[src/rtl/spike_wta_classifier.sv]
// spike_wta_classifier
//   Counts spikes per neuron over a window of en-qualified cycles, drives
//   lateral inhibition back to the neuron array, and at window end scans the
//   counters for the winner, offering it on a valid/ready handshake.
//   Optional feature macro: WTA_LATERAL_INH_EN (inhibition logic). When the
//   macro is not defined, inh is tied low and the hold timer is absent.
//
//   state   | meaning
//   --------+-----------------------------------------------------------
//   ST_IDLE | waiting for start
//   ST_RUN  | window open, spikes counted on en cycles, inhibition active
//   ST_SCAN | one counter compared per clk, en ignored
//   ST_DONE | result_valid high, waiting for result_ready
module spike_wta_classifier #(
  parameter int N_NEURONS = 4,
  parameter int CNT_W     = 8,
  parameter int T_WINDOW  = 250,
  parameter int INH_HOLD  = 5,
  localparam int IDX_W    = $clog2(N_NEURONS)
) (
  input  logic                 clk,
  input  logic                 rst_n,
  input  logic                 en,
  input  logic                 start,
  input  logic [N_NEURONS-1:0] spikes,
  output logic [N_NEURONS-1:0] inh,
  output logic                 busy,
  output logic                 result_valid,
  input  logic                 result_ready,
  output logic [IDX_W-1:0]     winner_idx,
  output logic [CNT_W-1:0]     winner_cnt
);

  localparam int WIN_W = $clog2(T_WINDOW + 1);

  typedef enum logic [1:0] {ST_IDLE, ST_RUN, ST_SCAN, ST_DONE} state_t;

  state_t             state_q, state_d;
  logic [WIN_W-1:0]   win_q, win_d;
  logic [CNT_W-1:0]   cnt_q [N_NEURONS];
  logic [CNT_W-1:0]   cnt_d [N_NEURONS];
  logic [IDX_W-1:0]   scan_q, scan_d;
  logic [IDX_W-1:0]   best_idx_q, best_idx_d;
  logic [CNT_W-1:0]   best_cnt_q, best_cnt_d;
  logic [IDX_W-1:0]   winner_idx_q, winner_idx_d;
  logic [CNT_W-1:0]   winner_cnt_q, winner_cnt_d;
  logic               valid_q, valid_d;
  logic               win_last;

  // Window timer is a down-counter; the terminal count marks the final window cycle.
  assign win_last = (state_q == ST_RUN) && en && (win_q == '0);

  // Next-state, window timer, spike counters and argmax scan.
  always_comb begin
    state_d      = state_q;
    win_d        = win_q;
    cnt_d        = cnt_q;
    scan_d       = scan_q;
    best_idx_d   = best_idx_q;
    best_cnt_d   = best_cnt_q;
    winner_idx_d = winner_idx_q;
    winner_cnt_d = winner_cnt_q;
    valid_d      = valid_q;
    case (state_q)
      ST_IDLE: begin
        if (start) begin
          state_d = ST_RUN;
          win_d   = WIN_W'(T_WINDOW - 1);
          for (int i = 0; i < N_NEURONS; i++) cnt_d[i] = '0;
        end
      end
      ST_RUN: begin
        if (en) begin
          for (int i = 0; i < N_NEURONS; i++) begin
            if (spikes[i] && (cnt_q[i] != {CNT_W{1'b1}})) cnt_d[i] = cnt_q[i] + CNT_W'(1);
          end
          if (win_q == '0) begin
            state_d    = ST_SCAN;
            scan_d     = '0;
            best_idx_d = '0;
            best_cnt_d = '0;
          end else begin
            win_d = win_q - WIN_W'(1);
          end
        end
      end
      ST_SCAN: begin
        // Strict greater-than keeps the lowest index on ties.
        if (cnt_q[scan_q] > best_cnt_q) begin
          best_idx_d = scan_q;
          best_cnt_d = cnt_q[scan_q];
        end
        if (scan_q == IDX_W'(N_NEURONS - 1)) begin
          state_d      = ST_DONE;
          winner_idx_d = best_idx_d;
          winner_cnt_d = best_cnt_d;
          valid_d      = 1'b1;
        end else begin
          scan_d = scan_q + IDX_W'(1);
        end
      end
      ST_DONE: begin
        if (result_ready) begin
          state_d = ST_IDLE;
          valid_d = 1'b0;
        end
      end
      default: state_d = ST_IDLE;
    endcase
  end

  // Control and datapath registers.
  always_ff @(posedge clk or negedge rst_n) begin
    if (!rst_n) begin
      state_q      <= ST_IDLE;
      win_q        <= '0;
      cnt_q        <= '{default: '0};
      scan_q       <= '0;
      best_idx_q   <= '0;
      best_cnt_q   <= '0;
      winner_idx_q <= '0;
      winner_cnt_q <= '0;
      valid_q      <= 1'b0;
    end else begin
      state_q      <= state_d;
      win_q        <= win_d;
      cnt_q        <= cnt_d;
      scan_q       <= scan_d;
      best_idx_q   <= best_idx_d;
      best_cnt_q   <= best_cnt_d;
      winner_idx_q <= winner_idx_d;
      winner_cnt_q <= winner_cnt_d;
      valid_q      <= valid_d;
    end
  end

`ifdef WTA_LATERAL_INH_EN
  localparam int HOLD_W = $clog2(INH_HOLD + 1);

  logic [N_NEURONS-1:0] inh_q, inh_d;
  logic [HOLD_W-1:0]    hold_q, hold_d;
  logic [IDX_W-1:0]     trig_idx;
  logic [N_NEURONS-1:0] trig_onehot;

  // Lowest-index spiking neuron is the one left uninhibited.
  always_comb begin
    trig_idx    = '0;
    trig_onehot = '0;
    for (int i = N_NEURONS - 1; i >= 0; i--) begin
      if (spikes[i]) trig_idx = IDX_W'(i);
    end
    trig_onehot[trig_idx] = 1'b1;
  end

  // Inhibition pattern and hold timer; en low freezes both.
  always_comb begin
    inh_d  = inh_q;
    hold_d = hold_q;
    if ((state_q != ST_RUN) || win_last) begin
      inh_d  = '0;
      hold_d = '0;
    end else if (en && (|spikes)) begin
      inh_d  = ~trig_onehot;
      hold_d = HOLD_W'(INH_HOLD);
    end else if (en && (hold_q != '0)) begin
      hold_d = hold_q - HOLD_W'(1);
      if (hold_q == HOLD_W'(1)) inh_d = '0;
    end
  end

  // Inhibition registers.
  always_ff @(posedge clk or negedge rst_n) begin
    if (!rst_n) begin
      inh_q  <= '0;
      hold_q <= '0;
    end else begin
      inh_q  <= inh_d;
      hold_q <= hold_d;
    end
  end

  assign inh = inh_q;
`else
  assign inh = '0;
`endif

  assign busy         = (state_q == ST_RUN) || (state_q == ST_SCAN);
  assign result_valid = valid_q;
  assign winner_idx   = winner_idx_q;
  assign winner_cnt   = winner_cnt_q;

endmodule
[config.mk]
export PLATFORM = sky130hd
export DESIGN_NAME = spike_wta_classifier
export DESIGN_NICKNAME = d
export VERILOG_FILES = /design/src/rtl/spike_wta_classifier.sv
export SDC_FILE = /design/constraint.sdc
export NUM_CORES = 1
export LEC_CHECK = 0
export BUFFER_PORTS_ARGS = -buffer_cell sky130_fd_sc_hd__buf_2
export CAP_MARGIN = 10
export CORE_ASPECT_RATIO = 1.2
export CORE_MARGIN = 8
export CORE_UTILIZATION = 60
export CTS_BUF_LIST = sky130_fd_sc_hd__clkbuf_8
export DETAILED_ROUTE_END_ITERATION = 12
export PLACE_DENSITY = 0.8
export SYNTH_ARGS = -nofsm -noshare
export SYNTH_HDL_FRONTEND = slang
export SYNTH_SLANG_ARGS = --single-unit
[constraint.sdc]
create_clock -name clk -period 5.1 [get_ports clk]
set_clock_uncertainty 0.1 [all_clocks]
set_input_delay 1.02 -clock clk [delete_from_list [all_inputs] [get_ports clk]]
set_output_delay 1.02 -clock clk [all_outputs]
set_load 0.01 [all_outputs]
==> key figures, run 1 <==
Power
  – Combinational Power Share: 40.6%
  – Internal: 1.29 mW
  – Net Sw Power: 0.881 mW
  – Switching portion of total power: 40.6%
  – Part of the power in registers: 34.8%
  – PD cells: 526 nW/µm²
  – Tot Pwr: 2.17 mW
  – Lkg Pwr: 1.78 nW
  – Clock group share of total power: 24.6%
  – Max VDD drop: 0.225 mV

CTS
  – CTS tree: yes
  – H-tree depth: 3
  – Post-CTS resize count: 0
  – Root buffer cell: clkbuf_8
  – Clk sinks: 65
  – TritonCTS Buffers: 9
  – Clock Path Buffers: 2
  – Clock slew at reported path FFs: 70 ps
  – Worst-Skew Late Latency: 340 ps
  – CTS Hold Bufs: 0
  – Postcts setup bufs: 0

Setup path
  – Setup crit end kind: flip-flop
  – CP startpoint: scan_q[0]$_DFFE_PN0P_
  – Crit path required time: 5270 ps
  – Worst-path fanout max: 17
  – Worst Path Arrival: 3740 ps
  – Reg-to-Reg Start: scan_q[0]$_DFFE_PN0P_
  – Worst setup path category: reg -> reg
  – Worst Reg-to-Reg Cells: 8
  – Reg2reg setup slack: 1530 ps
  – CP Launch Type: flip-flop
  – Capture point of the worst reg-to-reg path: best_cnt_q[6]$_DFFE_PN0P_

Drt
  – Initial DRC Count: 153
  – Post-route ant nets: 0
  – DRC: 0
  – Final wirelength: 8210 µm
  – Routed WL per cell: 16.2 µm
  – Drt pass-1 iters: 5
  – Vias per std cell: 5.98
  – Via count: 3028

STA
  – Final setup margin: 1530 ps
  – Final setup fails: 0
  – Max-slew headroom: 28.2%
  – RSZ-0062 raised after global routing: no
  – Slew Viols, Final: 0
  – Slew @ Worst Pin: 1070 ps
  – Setup_tns: 0 ps
  – WHS: 418 ps
  – Final Hold Viols: 0
  – Achievable Freq: 280 MHz
  – Tcrit/Tclk final: 70.0%
  – Tmin final: 3570 ps

Outcome
  – Status: complete, no violations

Min path
  – Min-delay src: result_valid$_DFFE_PN0P_
  – Hold worst-path end: result_valid$_DFFE_PN0P_
  – Hold Crit Depth: 2
  – Hold WC Path Type: reg -> reg

Global route
  – First-pass GRT wire length: 13800 µm
  – GRT Util Overall: 19.6%
  – Largest net degree at the start of global routing: 66
  – Initial antenna violation count: 0
  – Remaining global-route overflow: 0
  – Vias in the first global route: 2929

Logic synthesis
  – Sequential share of the synthesized area: 43.2%
  – Dominant cells by area after synthesis: dfrtp_1 43%, ha_1 6.0%, nand2_1 5.6%
  – Post-synthesis register bit count: 65
  – Synth area leader: dfrtp_1
  – Ys Warns: 0
  – Cells after Synth: 404
  – Synth Area per Inst: 9.31 µm²
  – Cell with the most instances after synthesis: dfrtp_1
  – Synth cell types: 55
  – Synthesized area: 3760 µm²
  – Synth async-reset ratio: 100%
  – Ys flop type: dfrtp_1
  – Post-synth EDFFs: 0
  – Post-synth top cells: 65 x dfrtp_1, 56 x nand2_1, 38 x nor2_1, 36 x o21ai_0, 24 x nand3_1
  – Top cell type's share of synthesized area: 43.2%

Die
  – Rows: 31
  – Starting Density: 62.2%
  – # IOs: 25
  – Die Y: 103 µm
  – Die footprint: 9070 µm²
  – Die Span X: 88.3 µm
  – Core ar.: 6050 µm²

Place
  – DP Wirelength: 5910 µm
  – IO Port Bufs: 20
  – DP Worst Slack: 1560 ps
  – Gpl congestion: 0.875

Final layout
  – Multi-input gate area: 1980 µm²
  – Ant. Diodes: 0
  – Util after Layout: 68.2%
  – Nets: 446
  – Fillers: 476
  – Share of layout cells above drive strength 1: 13.4%
  – Area growth from synthesis to layout: 9.68%
  – Reg area: 1630 µm²

Job
  – Maxcap violations: 0
## cell type report
cell class / count / share of cell area, %
clock inverter: 6 / 2.58
sequential: 65 / 39.4
timing repair buffer: 21 / 2.61
multi-input combinational: 305 / 48.0
clock buffer: 10 / 3.34
tap: 82 / 2.49
inverter: 17 / 1.55
## power groups by stage
stage,Sequential [mW],Clock [mW],Combinational [mW]
2_1_floorplan,0.733,0,0.708
3_3_place_gp,0.754,0,0.858
3_5_place_dp,0.764,0,0.884
4_1_cts,0.756,0.540,0.886
5_1_grt,0.778,0.558,0.982
6_report,0.755,0.534,0.883
## registers in the layout (all words and copies together), names as in the netlist
signal	flops
win_q	8
result_valid	1
winner_cnt	8
cnt_q	32
state_q	2
scan_q	2
best_cnt_q	8
best_idx_q	2
winner_idx	2
## metal layers
layer | track usage [%] | part of all wire [%] | up-vias
li1 | - | - | 1475
met1 | 22.8 | 41 | 1462
met2 | 33.9 | 52 | 77
met3 | 3.19 | 5.5 | 14
met4 | 9.52 | 1.8 | 0
met5 | 0 | 0 | -
## worst max-delay path, cell delays in order (launching register included)
cell and delay [ps]:
dfrtp_1 720, mux4_2 630, ha_1 300, nor2b_1 130
o211ai_1 140, a21boi_0 150, o31ai_2 870, a21o_1 300
a22o_1 160
## stage by stage
stage | instance area (µm²) | cells
after detailed placement | 3880 | 490
after global placement | 3880 | 490
after CTS | 4130 | 506
after floorplan | 3770 | 407
final | 4130 | 506
after global routing | 4130 | 506
## how the worst max path moves through the flow
stage	endpoint	slack, ps
floorplan	winner_idx[0]$_DFFE_PN0P_	1970
global placement	best_idx_q[0]$_DFFE_PN0P_	1660
detailed placement	best_cnt_q[5]$_DFFE_PN0P_	1560
CTS	best_cnt_q[6]$_DFFE_PN0P_	1510
global route	best_cnt_q[7]$_DFFE_PN0P_	1240
finish	best_cnt_q[6]$_DFFE_PN0P_	1530
## cell families after synthesis
logic type	after synthesis	share of synthesized area, %
muxes	11	5.65
buffers and inverters	37	4.39
DFF	65	43.2
and+or+nand+nor	171	22.0
xor gates and xnor gates	9	2.09
AOI/OAI and AO/OA	92	16.5
adders and majority gates	18	5.99
other	1	0.0997
## cells in the final DEF (no fill, tap or decap), types with 5 or more instances in the layout
master,Yosys,layout
ha_1,18,18
o21ai_0,36,36
nor2_1,38,38
nand2_1,56,56
buf_2,3,20
nand3_1,24,24
and3_1,10,10
nand4_1,9,9
clkbuf_8,0,10
o211ai_1,6,6
xor2_1,5,5
nand2b_1,9,9
a22o_1,10,10
a31oi_1,10,10
mux4_2,8,8
o31ai_1,11,11
inv_1,17,18
dfrtp_1,65,65
Note: power is estimated with default switching activity, not from simulation.
==> inputs of run 2 (changes only) <==
--- a/config.mk
+++ b/config.mk
@@ -5,6 +5,7 @@
 export SDC_FILE = /design/constraint.sdc
 export NUM_CORES = 1
 export LEC_CHECK = 0
+export ABC_AREA = 1
 export BUFFER_PORTS_ARGS = -buffer_cell sky130_fd_sc_hd__buf_2
 export CAP_MARGIN = 10
 export CORE_ASPECT_RATIO = 1.2
==> constraint.sdc (replaced) <==
create_clock -name clk -period 3.6 [get_ports clk]
set_clock_uncertainty 0.1 [all_clocks]
set_input_delay 0.72 -clock clk [delete_from_list [all_inputs] [get_ports clk]]
set_output_delay 0.72 -clock clk [all_outputs]
set_load 0.01 [all_outputs]
==> key figures, run 2 <==
Global route
  – Initial antenna violation count: 0 (unchanged)
  – Met3 Usage GRT: 4.23% (+1.0 points)
  – Met1 usage in global routing: 22.9% (+0.051 points)
  – Largest net degree at the start of global routing: 66 (unchanged)
  – First-pass GRT wire length: 16000 µm (+16%)
  – Vias in the first global route: 3605 (+23%)
  – Most Used Layer, Global Route: met2
  – Remaining global-route overflow: 0 (unchanged)
  – Met2 usage: 34.0% (+0.18 points)
  – GRT Util Overall: 19.7% (+0.099 points)

Die
  – Die footprint: 10000 µm² (+11%)
  – Die Span X: 92.7 µm (+5.0%)
  – # IOs: 25 (unchanged)
  – Die Y: 108 µm (+5.2%)
  – Starting Density: 61.9% (-0.31 points)
  – Core ar.: 6850 µm² (+13%)
  – Rows: 33 (+6.5%)

Setup path
  – Slowest cell on crit path: dfrtp_1
  – CP endpoint: best_cnt_q[3]$_DFFE_PN0P_
  – Worst Path Buf+Inv: 2 (+2)
  – Reg2reg setup slack: 660 ps (-870 ps)
  – Cell family with the largest share of critical-path delay: simple AND/OR/NAND/NOR gates
  – Worst-path fanout max: 11 (-6)
  – Crit path required time: 3730 ps (-1540 ps)
  – CP startpoint: scan_q[1]$_DFFE_PN0P_
  – Levels on crit path: 13 (+5)
  – CP dominant cell by count: nand2_1
  – CP max stage delay: 510 ps (-360 ps)
  – Capture point of the worst reg-to-reg path: best_cnt_q[3]$_DFFE_PN0P_
  – Reg-to-Reg Start: scan_q[1]$_DFFE_PN0P_
  – Cell Chain, Critical Path: inv_1, a21oi_1, o21ai_0, nand2_1, inv_1, ha_1, nand2_1, nor2_1, nand4_1, nand2_1, nand2_1, nand3_1, nand2_1
  – Worst setup path category: reg -> reg
  – Worst Path Arrival: 3070 ps (-670 ps)
  – CP Launch Type: flip-flop
  – Worst Reg-to-Reg Cells: 13 (+5)
  – Setup crit end kind: flip-flop

CTS
  – Post-CTS resize count: 0 (unchanged)
  – Clock slew at reported path FFs: 70 ps (about the same)
  – CTS Hold Bufs: 0 (unchanged)
  – Worst-Skew Late Latency: 340 ps (about the same)
  – H-tree depth: 3 (unchanged)
  – CTS tree: yes
  – Postcts setup bufs: 0 (unchanged)
  – Clock Path Buffers: 2 (unchanged)
  – Clk sinks: 65 (unchanged)
  – Root buffer cell: clkbuf_8
  – TritonCTS Buffers: 9 (unchanged)

STA
  – Tmin final: 2940 ps (-628 ps)
  – Slew @ Worst Pin: 829 ps (-242 ps)
  – Achievable Freq: 340 MHz (+21%)
  – RSZ-0062 raised after global routing: no
  – Max-slew headroom: 44.7% (+17 points)
  – Tcrit/Tclk final: 81.7% (+12 points)
  – Slew Viols, Final: 0 (unchanged)
  – Final setup margin: 660 ps (-872 ps)
  – Final Hold Viols: 0 (unchanged)
  – Setup_tns: 0 ps (unchanged)
  – Final setup fails: 0 (unchanged)

Drt
  – Routed WL per cell: 13.7 µm (-16%)
  – Via count: 3583 (+18%)
  – Drt pass-1 iters: 5 (unchanged)
  – Post-route ant nets: 0 (unchanged)
  – DRC: 0 (unchanged)
  – Final wirelength: 9040 µm (+10%)
  – Initial DRC Count: 291 (+90%)
  – Vias per std cell: 5.43 (-9.3%)

Logic synthesis
  – Top cell type's share of synthesized area: 38.4% (-4.9 points)
  – Cells after Synth: 555 (+37%)
  – Synth Area per Inst: 7.64 µm² (-18%)
  – Post-synth top cells: 163 x nand2_1, 76 x nand3_1, 65 x dfrtp_1, 57 x inv_1, 33 x nor2_1
  – Ys Warns: 0 (unchanged)
  – Ys flop type: dfrtp_1
  – Synthesized area: 4240 µm² (+13%)
  – Synth cell types: 41 (-25%)
  – Cell with the most instances after synthesis: nand2_1
  – Sequential share of the synthesized area: 38.4% (-4.9 points)
  – Synth async-reset ratio: 100% (unchanged)
  – Post-synthesis register bit count: 65 (unchanged)
  – Dominant cells by area after synthesis: dfrtp_1 38%, nand2_1 14%, nand3_1 9.0%
  – Synth area leader: dfrtp_1
  – Post-synth EDFFs: 0 (unchanged)

Final layout
  – Most frequent cells in the layout: 163 x nand2_1, 76 x nand3_1, 65 x dfrtp_1
  – Max FFs per register: 32 (unchanged)
  – Ant. Diodes: 0 (unchanged)
  – Biggest register: cnt_q
  – Share of layout cells above drive strength 1: 13.1% (-0.35 points)
  – Reg area: 1630 µm² (unchanged)
  – Area growth from synthesis to layout: 6.58%
  – Fillers: 599 (+26%)
  – Multi-input gate area: 2270 µm² (+15%)
  – Non-Filler Instances: 660 (+30%)
  – Commonest non-fill, non-tap cell in the layout: nand2_1
  – Nets: 598 (+34%)

Place
  – Cell total after placement: 647 (+32%)
  – DP Worst Slack: 741 ps (-819 ps)
  – DP Wirelength: 6600 µm (+12%)
  – Gpl congestion: 0.926 (+5.8%)
  – IO Port Bufs: 20 (unchanged)

Outcome
  – Status: complete, no violations

Power
  – Lkg Pwr: 2.33 nW (+31%)
  – PD cells: 747 nW/µm² (+42%)
  – Max VDD drop: 0.515 mV (+130%)

Min path
  – Hold WC Path Type: reg -> reg

Job
  – Maxcap violations: 0 (unchanged)
[run 2: changes by cell type in the layout (fill, tap and decap cells not counted), moves of 9 or more]
cell	before	now
a31oi_1	10	0
a22o_1	10	0
o31ai_1	11	2
a21oi_1	1	12
xor2_1	5	19
nand3_1	24	76
nand2_1	56	163
o21ai_0	36	26
nand2b_1	9	0
inv_1	18	58
and3_1	10	0
[run 2: kinds of logic after synthesis]
logic type,count (synthesis),share of synthesized area (%)
compound gates,54,7.47
xor+xnor,22,4.54
fa+ha+maj,18,5.31
buf+inv,80,8.26
flops,65,38.4
other cells,1,0.0884
simple gates,315,36.0
[run 2: final cells by class]
cell class	count	share of cell area, %
multi-input cells	413	50.3
flip-flops and latches	65	36.0
inverters	60	4.98
clock buffers	12	3.65
repair buffers	22	2.55
well taps	87	2.41
clock inverters	1	0.0831
[run 2: how the worst min path moves through the flow]
| stage | slack, ps | start | cells after the start | endpoint |
|---|---|---|---|---|
| floorplan | 320 | rst_n | 0 | best_cnt_q[0]$_DFFE_PN0P_ |
| global placement | 360 | winner_idx[0]$_DFFE_PN0P_ | 2 | winner_idx[0]$_DFFE_PN0P_ |
| detailed placement | 360 | winner_idx[1]$_DFFE_PN0P_ | 2 | winner_idx[1]$_DFFE_PN0P_ |
| CTS | 380 | winner_idx[1]$_DFFE_PN0P_ | 2 | winner_idx[1]$_DFFE_PN0P_ |
| global route | 410 | win_q[0]$_DFFE_PN0P_ | 1 | win_q[0]$_DFFE_PN0P_ |
| finish | 370 | winner_cnt[1]$_DFFE_PN0P_ | 2 | winner_cnt[1]$_DFFE_PN0P_ |
[run 2: through the flow]
step / hold slack [ps] / power [mW] / area (µm²) / util [%]
2_1_floorplan: 324 / 2.48 / 4250 / -
3_3_place_gp: 360 / 2.75 / 4350 / 63.5
3_5_place_dp: 362 / 2.82 / 4350 / 63.5
4_1_cts: 379 / 3.38 / 4520 / 65.9
5_1_grt: 408 / 3.66 / 4520 / 65.9
6_report: 374 / 3.37 / 4520 / 65.9
[run 2: per-layer routing]
metal  share of wire (%)  up-vias
met1                  44     1683
li1                    -     1809
met5                   0        -
met3                 3.9       20
met4                 2.2        0
met2                  50       71
[run 2: power by group]
group          switching [mW]  internal, mW  leakage, nW  total, mW
clock network           0.270         0.293       0.0916      0.562
registers               0.108         0.868        0.868      0.976
logic                    1.30         0.537         1.37       1.84
[run 2: tightest hold or removal path: cells and delay by family, from the launching register on]
kind	cells	cell delay (ps)
flip-flops	1	340
AND/OR/NAND/NOR	2	100
==> inputs of run 3 (changes only) <==
==> constraint.sdc (replaced) <==
create_clock -name clk -period 3.1 [get_ports clk]
set_clock_uncertainty 0.1 [all_clocks]
set_input_delay 0.62 -clock clk [delete_from_list [all_inputs] [get_ports clk]]
set_output_delay 0.62 -clock clk [all_outputs]
set_load 0.01 [all_outputs]
==> key figures, run 3 (synthesis results as in run 2) <==
Outcome
  – Status: complete, no violations

STA
  – Slew @ Worst Pin: 705 ps (-124 ps)
  – Tmin final: 2760 ps (-180 ps)
  – Final setup fails: 0 (unchanged)
  – Slew Viols, Final: 0 (unchanged)
  – Final Hold Viols: 0 (unchanged)
  – Setup_tns: 0 ps (unchanged)
  – Achievable Freq: 362 MHz (+6.5%)
  – Tcrit/Tclk final: 89.0% (+7.4 points)
  – RSZ-0062 raised after global routing: no
  – Max-slew headroom: 53.0% (+8.3 points)

Setup path
  – CP Launch Type: flip-flop
  – Slowest cell on crit path: dfrtp_1
  – Reg2reg setup slack: 340 ps (-320 ps)
  – Crit path required time: 3230 ps (-500 ps)
  – CP max stage delay: 490 ps (-20 ps)
  – Worst Reg-to-Reg Cells: 16 (+3)
  – CP dominant cell by count: nand2_1
  – Cell Chain, Critical Path: inv_1, a21oi_1, o21ai_0, nand2_1, inv_1, ha_1, nand2_1, inv_1, nand2_1, nand2_1, nand2_1, nand2_1, nand2_1, nand2_1, nand3_1, nand2_1
  – Setup crit end kind: flip-flop
  – Reg-to-Reg Start: scan_q[1]$_DFFE_PN0P_
  – Worst Path Arrival: 2890 ps (-180 ps)
  – Capture point of the worst reg-to-reg path: winner_cnt[7]$_DFFE_PN0P_
  – Worst-path fanout max: 11 (unchanged)
  – Worst setup path category: reg -> reg

Power
  – Clock group share of total power: 19.6% (+2.9 points)
  – Part of the power in registers: 27.7% (-1.2 points)
  – Net Sw Power: 1.96 mW (+17%)
  – Internal: 2.13 mW (+26%)
  – Max VDD drop: 0.883 mV (+71%)
  – Switching portion of total power: 47.8% (-1.9 points)
  – PD cells: 889 nW/µm² (+19%)
  – Combinational Power Share: 52.7% (-1.7 points)
  – Lkg Pwr: 2.37 nW (+1.8%)

CTS
  – Clock slew at reported path FFs: 70 ps (about the same)
  – Clk sinks: 65 (unchanged)
  – Worst-Skew Late Latency: 340 ps (about the same)
  – CTS Hold Bufs: 0 (unchanged)
  – Post-CTS resize count: 0 (unchanged)
  – CTS tree: yes
  – H-tree depth: 3 (unchanged)
  – Postcts setup bufs: 0 (unchanged)
  – TritonCTS Buffers: 9 (unchanged)
  – Root buffer cell: clkbuf_8
  – Clock Path Buffers: 2 (unchanged)

Place
  – IO Port Bufs: 20 (unchanged)
  – Gpl congestion: 0.937 (+1.2%)
  – DP Wirelength: 6760 µm (+2.5%)

Drt
  – Vias per std cell: 5.39 (-0.64%)
  – Routed length on met3: 333 µm (-5.7%)
  – Drt pass-1 iters: 5 (unchanged)
  – Metal2 WL: 4570 µm (+2.0%)
  – Initial DRC Count: 263 (-9.6%)
  – Final wirelength: 9050 µm (about the same)
  – Max Used Layer: met4
  – Post-route ant nets: 0 (unchanged)
  – Via count: 3587 (+0.11%)
  – Met1 WL: 3980 µm (-0.65%)
  – DRC: 0 (unchanged)
  – Routed WL per cell: 13.6 µm (-0.69%)

Global route
  – Initial antenna violation count: 0 (unchanged)
  – Vias in the first global route: 3694 (+2.5%)
  – GRT Util Overall: 19.7% (+0.088 points)
  – Largest net degree at the start of global routing: 35 (-47%)
  – First-pass GRT wire length: 16300 µm (+1.7%)
  – Remaining global-route overflow: 0 (unchanged)

Final layout
  – Biggest register: cnt_q
  – Nets: 600 (+0.33%)
  – Commonest non-fill, non-tap cell in the layout: nand2_1
  – Util after Layout: 67.2% (+1.2 points)
  – Max FFs per register: 32 (unchanged)
  – Share of layout cells above drive strength 1: 13.8% (+0.75 points)
  – Most frequent cells in the layout: 163 x nand2_1, 76 x nand3_1, 65 x dfrtp_1
  – Ant. Diodes: 0 (unchanged)
  – Area growth from synthesis to layout: 8.59%

Die
  – Core ar.: 6850 µm² (unchanged)
  – Die footprint: 10000 µm² (unchanged)
  – Die Span X: 92.7 µm (unchanged)
  – Rows: 33 (unchanged)
  – Starting Density: 61.9% (unchanged)
  – Die Y: 108 µm (unchanged)
  – # IOs: 25 (unchanged)

Min path
  – Hold WC Path Type: in -> async

Job
  – Maxcap violations: 0 (unchanged)
==> run 3: cell count changes in the layout (fill, tap and decap cells not counted), sizes merged <==
| cell | previous run | this run |
|---|---|---|
| clkbuf | 12 | 14 |
| buf | 22 | 24 |
| bufinv | 0 | 1 |
==> run 3: critical path: cells and delay by family (launching register included) <==
kind / cells / cell delay, ps
AO/OA/AOI/OAI: 2 / 260
adder cells (fa/ha/maj): 1 / 280
buffers and inverters: 3 / 320
AND/OR/NAND/NOR: 10 / 1190
flip-flops: 1 / 490
==> run 3: worst max path at each step <==
stage          slack, ps                   from                   endpoint  depth (start not counted)
6_report             340  scan_q[1]$_DFFE_PN0P_  winner_cnt[7]$_DFFE_PN0P_                         16
5_1_grt               30  scan_q[1]$_DFFE_PN0P_  winner_cnt[5]$_DFFE_PN0P_                         16
4_1_cts              390  scan_q[1]$_DFFE_PN0P_  winner_cnt[7]$_DFFE_PN0P_                         16
3_5_place_dp         420  scan_q[1]$_DFFE_PN0P_  winner_cnt[7]$_DFFE_PN0P_                         16
3_3_place_gp         510  scan_q[1]$_DFFE_PN0P_  winner_cnt[3]$_DFFE_PN0P_                         16
2_1_floorplan        910  scan_q[1]$_DFFE_PN0P_  winner_idx[1]$_DFFE_PN0P_                         15
==> run 3: cell type report <==
type / instances / area [µm²]
Fill cell: 599 / 2250
Clock buffer: 14 / 193
Timing Repair Buffer: 24 / 143
Inverter: 60 / 225
Tap cell: 87 / 109
Sequential cell: 65 / 1630
Multi-Input combinational cell: 413 / 2270
Clock inverter: 2 / 33.8
==> run 3: power by group through the flow <==
| stage | Combinational, mW | Clock [mW] | Sequential, mW |
|---|---|---|---|
| after floorplan | 1.74 | 0 | 1.14 |
| after global placement | 2.08 | 0 | 1.14 |
| after detailed placement | 2.15 | 0 | 1.15 |
| after CTS | 2.15 | 0.815 | 1.13 |
| after global routing | 2.43 | 0.848 | 1.15 |
| final | 2.16 | 0.803 | 1.13 |
==> run 3: routing by layer <==
metal / up-vias / GRT usage, %
met5: - / 0
met4: 0 / 8.30
li1: 1821 / -
met2: 61 / 35.0
met1: 1690 / 23.1
met3: 15 / 3.19
==> run 3: stage by stage <==
step | power, mW | hold WS [ps] | instance area [µm²] | std cells | setup slack, ps
6_report | 4.09 | 217 | 4600 | 665 | 340
5_1_grt | 4.43 | 280 | 4600 | 665 | 28.0
4_1_cts | 4.10 | 242 | 4600 | 665 | 390
3_5_place_dp | 3.29 | 362 | 4380 | 649 | 418
3_3_place_gp | 3.22 | 359 | 4380 | 649 | 508
2_1_floorplan | 2.87 | 224 | 4250 | 558 | 913
